==> config.mk <==
export PLATFORM = sky130hd
export DESIGN_NAME = sipo_deframer
export DESIGN_NICKNAME = d
export VERILOG_FILES = /design/src/rtl/sipo_deframer.sv
export SDC_FILE = /design/constraint.sdc
export NUM_CORES = 1
export LEC_CHECK = 0
export CAP_MARGIN = 15
export CORE_MARGIN = 3
export CORE_UTILIZATION = 49
export DETAILED_ROUTE_END_ITERATION = 16
export HOLD_SLACK_MARGIN = 0.05
export PLACE_DENSITY = 0.78
export SYNTH_ARGS = -nofsm -noshare
export SYNTH_HDL_FRONTEND = slang
export SYNTH_SLANG_ARGS = --single-unit
==> constraint.sdc <==
create_clock -name clock -period 2.3 [get_ports clock]
set_clock_uncertainty 0.15 [all_clocks]
set_input_delay 0.345 -clock clock [delete_from_list [all_inputs] [get_ports clock]]
set_output_delay 0.345 -clock clock [all_outputs]
set_load 0.01 [all_outputs]
==> src/rtl/sipo_deframer.sv <==
// rtl/sipo_deframer.sv - LSB-first serial-to-parallel word assembler with FWFT output queue
module sipo_deframer #(
   parameter int WIDTH = 4,
   parameter int DEPTH = 2
) (
   input  logic                       clock,
   input  logic                       reset,
   input  logic                       serial_in,
   input  logic                       bit_valid,
   input  logic                       align,
   output logic [WIDTH-1:0]           word_out,
   output logic                       word_valid,
   input  logic                       word_ready,
   output logic [$clog2(DEPTH):0]     fill,
   output logic                       overflow,
   input  logic                       clear_ovf
);

   localparam int CNT_W = $clog2(WIDTH);
   localparam int PTR_W = $clog2(DEPTH);
   localparam int FILL_W = PTR_W + 1;

   logic [CNT_W-1:0]  bit_cnt;
   logic [WIDTH-1:0]  asm_reg;
   logic [WIDTH-1:0]  mem [DEPTH];
   logic [PTR_W-1:0]  rd_ptr;
   logic [PTR_W-1:0]  wr_ptr;

   logic              last_bit;
   logic              push;
   logic              pop;
   logic              full;
   logic              accept;
   logic              drop;
   logic [WIDTH-1:0]  new_word;

   assign last_bit = (bit_cnt == CNT_W'(WIDTH - 1));
   assign push     = bit_valid && !align && last_bit;
   assign pop      = word_valid && word_ready;
   assign full     = (fill == FILL_W'(DEPTH));
   // A full queue still takes a word when the head leaves on the same edge.
   assign accept   = push && (!full || pop);
   assign drop     = push && full && !pop;
   assign new_word = {serial_in, asm_reg[WIDTH-2:0]};

   assign word_valid = (fill != '0);
   assign word_out   = mem[rd_ptr];

   always_ff @(posedge clock) begin
      if (!reset) begin
         bit_cnt  <= '0;
         asm_reg  <= '0;
         rd_ptr   <= '0;
         wr_ptr   <= '0;
         fill     <= '0;
         overflow <= 1'b0;
      end else begin
         if (align) begin
            asm_reg <= bit_valid ? WIDTH'(serial_in) : '0;
            bit_cnt <= bit_valid ? CNT_W'(1) : '0;
         end else if (bit_valid) begin
            asm_reg[bit_cnt] <= serial_in;
            bit_cnt          <= last_bit ? '0 : bit_cnt + CNT_W'(1);
         end

         if (accept) begin
            mem[wr_ptr] <= new_word;
            wr_ptr      <= wr_ptr + PTR_W'(1);
         end
         if (pop) begin
            rd_ptr <= rd_ptr + PTR_W'(1);
         end

         if (accept && !pop) begin
            fill <= fill + FILL_W'(1);
         end else if (pop && !accept) begin
            fill <= fill - FILL_W'(1);
         end

         // A drop on the same edge as clear_ovf keeps the flag set.
         if (drop) begin
            overflow <= 1'b1;
         end else if (clear_ovf) begin
            overflow <= 1'b0;
         end
      end
   end

endmodule

==> metrics.txt <==
status=finished clean; Final Cycle Share=0.882; multi-input logic area=between 300 and 400 um2; fin. max-slew vios=0; Buffers on Ports=14; fmax=493 MHz; Mapped Cells=72; remaining global-route overflow=0; RSZ-0062 raised after global routing=no; Root Driver=clkbuf_4; Final HPWL DP=around 1000 um; MaxCap Viol Count=0; critical path launch point type=flip-flop; CP max FO=4; post-route ant nets=0; layout cell share with drive strength beyond 1=0.152; H-tree depth=1; critical path data arrival time=1530 ps; Largest register FFs=8; top cell type's share of synthesized area=0.285; WS Path Type=flip-flop to output port; number of global-route vias before repair=between 500 and 600; Max VDD drop=slightly above 500 uV; TritonCTS buffer count=3; Area Growth Syn to Fin=24.7%; cells along the critical path=mux2_2 -> clkdlybuf4s50_1; final WL=1350 um; First DRT Iteration DRCs=3; io pins=15; power density over cell area=a little over 600 nW/um2; core footprint=between 1500 and 2000 um2; relative max-transition margin=0.797; initial antenna violation count=0; Sequential Area=around 460 um2; leakage=between 0.3 and 0.4 nW; largest net degree at the start of global routing=12; top post-synthesis cells by area=edfxtp_1 29%, dfxtp_1 26%, ha_1 7.4%, mux2_2 5.3%, a21boi_0 2.7%; post-CTS sizing=0; Critical Path Sink Type=output port; worst-margin pin slew=304 ps; Ys Warns=0; Synth area leader=edfxtp_1; post-synthesis cell area=~840 um2; highest-delay cell along the critical path=clkdlybuf4s50_1; Fill cells=126; Worst Hold Class=flip-flop to flip-flop; clock latency on the worst-skew pair=roughly 290 ps; largest buffer count on any clock path=2; Wirelength per Cell=around 13 um; CTS tree=yes; Layout Utilization=0.673; ANT cells=0; setup_tns=0 ps; Final Hold Vio Count=0; Pwr Total=around 0.00064 W; first-pass GRT wire length=2230 um; TritonCTS Sinks=19; post-CTS setup buffer count=0; vias per cell=~5.3; GPL Wtd Cong=0.719; Reg clk slew, reported paths=around 100 ps; fin crit period=~2000 ps; Syn Nets=84; DR vias=around 570; final count of negative-setup-slack endpoints=0; die area=2250 um2; Initial Utilization=0.540; FP Rows=14; drt pass-1 iters=2; die outline height=47.5 um; CP max stage delay=between 400 and 500 ps; mean post-synth cell area=approximately 12 um2; flops & latches, synth=19; Seq/Total Area, Yosys=0.547; Hold Buf Count CTS=0; Die Wd=~47 um; gr usage total=0.146; Net count, final=~110; DR DRC count=0; required time worst endpoint=1800 ps; Netlist cell types=29
-- layout make-up --
type	instances	area share
Inverter	2	0.00715
Tap cell	16	0.0191
Multi-Input combinational cell	49	0.348
Timing Repair Buffer	18	0.162
Sequential cell	19	0.439
Clock buffer	4	0.0250
-- final timing paths --
path                                start                    to  slack [ps]  cells past startpoint
setup reg to reg  bit_cnt[1]$_SDFFE_PN0P_  fill[1]$_SDFFE_PN0P_         440                      6
setup / recovery                flip-flop           word_out[2]         270                      2
hold reg to reg   asm_reg[1]$_SDFFE_PN0P_   mem[0][1]$_DFFE_PP_         330                      0
hold / removal    asm_reg[1]$_SDFFE_PN0P_   mem[0][1]$_DFFE_PP_         330                      0
-- per-stage QoR --
| step | hold WS [ps] | cells | worst slack, ps | cell area (um2) |
|---|---|---|---|---|
| after floorplan | 275 | 72 | 539 | 842 |
| after global placement | 285 | 104 | 152 | 1020 |
| after detailed placement | 307 | 104 | 85.8 | 1020 |
| after CTS | 335 | 108 | 240 | 1050 |
| after global routing | 351 | 108 | 203 | 1050 |
| final | 334 | 108 | 270 | 1050 |
-- power breakdown --
| part | leakage [nW] | switching (W) | total (W) | internal [W] |
|---|---|---|---|---|
| clock | 0.0150 | 0.0000955 | 0.000163 | 0.0000675 |
| combinational | 0.215 | 0.0000394 | 0.000103 | 0.0000637 |
| sequential | 0.167 | 0.0000135 | 0.000375 | 0.000361 |
-- layout by cell type, fill, tap and decap left out --
master           instances
nand2b_1                 2
clkbuf_1                 1
and3_1                   1
nand4b_1                 1
a21boi_1                 1
nor2_1                   3
o21ai_0                  2
ha_1                     5
clkdlybuf4s50_1         14
or2_2                    1
nor3b_2                  1
xnor2_1                  2
or3_1                    2
nand2_1                  6
mux2i_1                  1
nand3b_1                 2
nand3_1                  2
o21ai_1                  1
o211ai_1                 1
a21boi_0                 3
edfxtp_1                 8
and2_1                   3
nor4b_2                  1
buf_4                    4
xor2_1                   1
a21oi_1                  2
dfxtp_1                 11
o21bai_1                 1
mux2_2                   4
clkbuf_4                 3
inv_1                    2
-- Yosys cell counts --
| cell type | number |
|---|---|
| dfxtp_1 | 11 |
| edfxtp_1 | 8 |
| nand2_1 | 6 |
| ha_1 | 5 |
| mux2_2 | 4 |
| a21boi_0 | 3 |
| and2_1 | 3 |
| nor2_1 | 3 |
| a21oi_1 | 2 |
| inv_1 | 2 |
| nand2b_1 | 2 |
| nand3_1 | 2 |
| nand3b_1 | 2 |
| o21ai_0 | 2 |
| or3_1 | 2 |
| xnor2_1 | 2 |
| a21boi_1 | 1 |
| and3_1 | 1 |
| buf_2 | 1 |
| clkbuf_1 | 1 |
| mux2i_1 | 1 |
| nand4b_1 | 1 |
| nor3b_2 | 1 |
| nor4b_2 | 1 |
| o211ai_1 | 1 |
| o21ai_1 | 1 |
| o21bai_1 | 1 |
| or2_2 | 1 |
| xor2_1 | 1 |
-- cells by family after synthesis --
family                     share of synthesized area
and+or+nand+nor                                0.180
DFF                                            0.547
AOI/OAI and AO/OA                             0.0832
muxes                                         0.0654
adders and majority gates                     0.0743
buffers and inverters                         0.0193
xor gates and xnor gates                      0.0312
-- layer usage --
metal	vias up	part of all wire	GRT usage
met5	-	0	0
met4	0	0	0.0331
met3	0	0.060	0.0714
met2	11	0.53	0.254
met1	266	0.41	0.159
li1	292	-	-
-- worst max-delay path, delay by kind of cell, from the launching register on --
kind                   cells  cell delay [ps]
buffers and inverters      1              480
DFF                        1              410
muxes                      1              360
(Power assumes the default switching activity.)
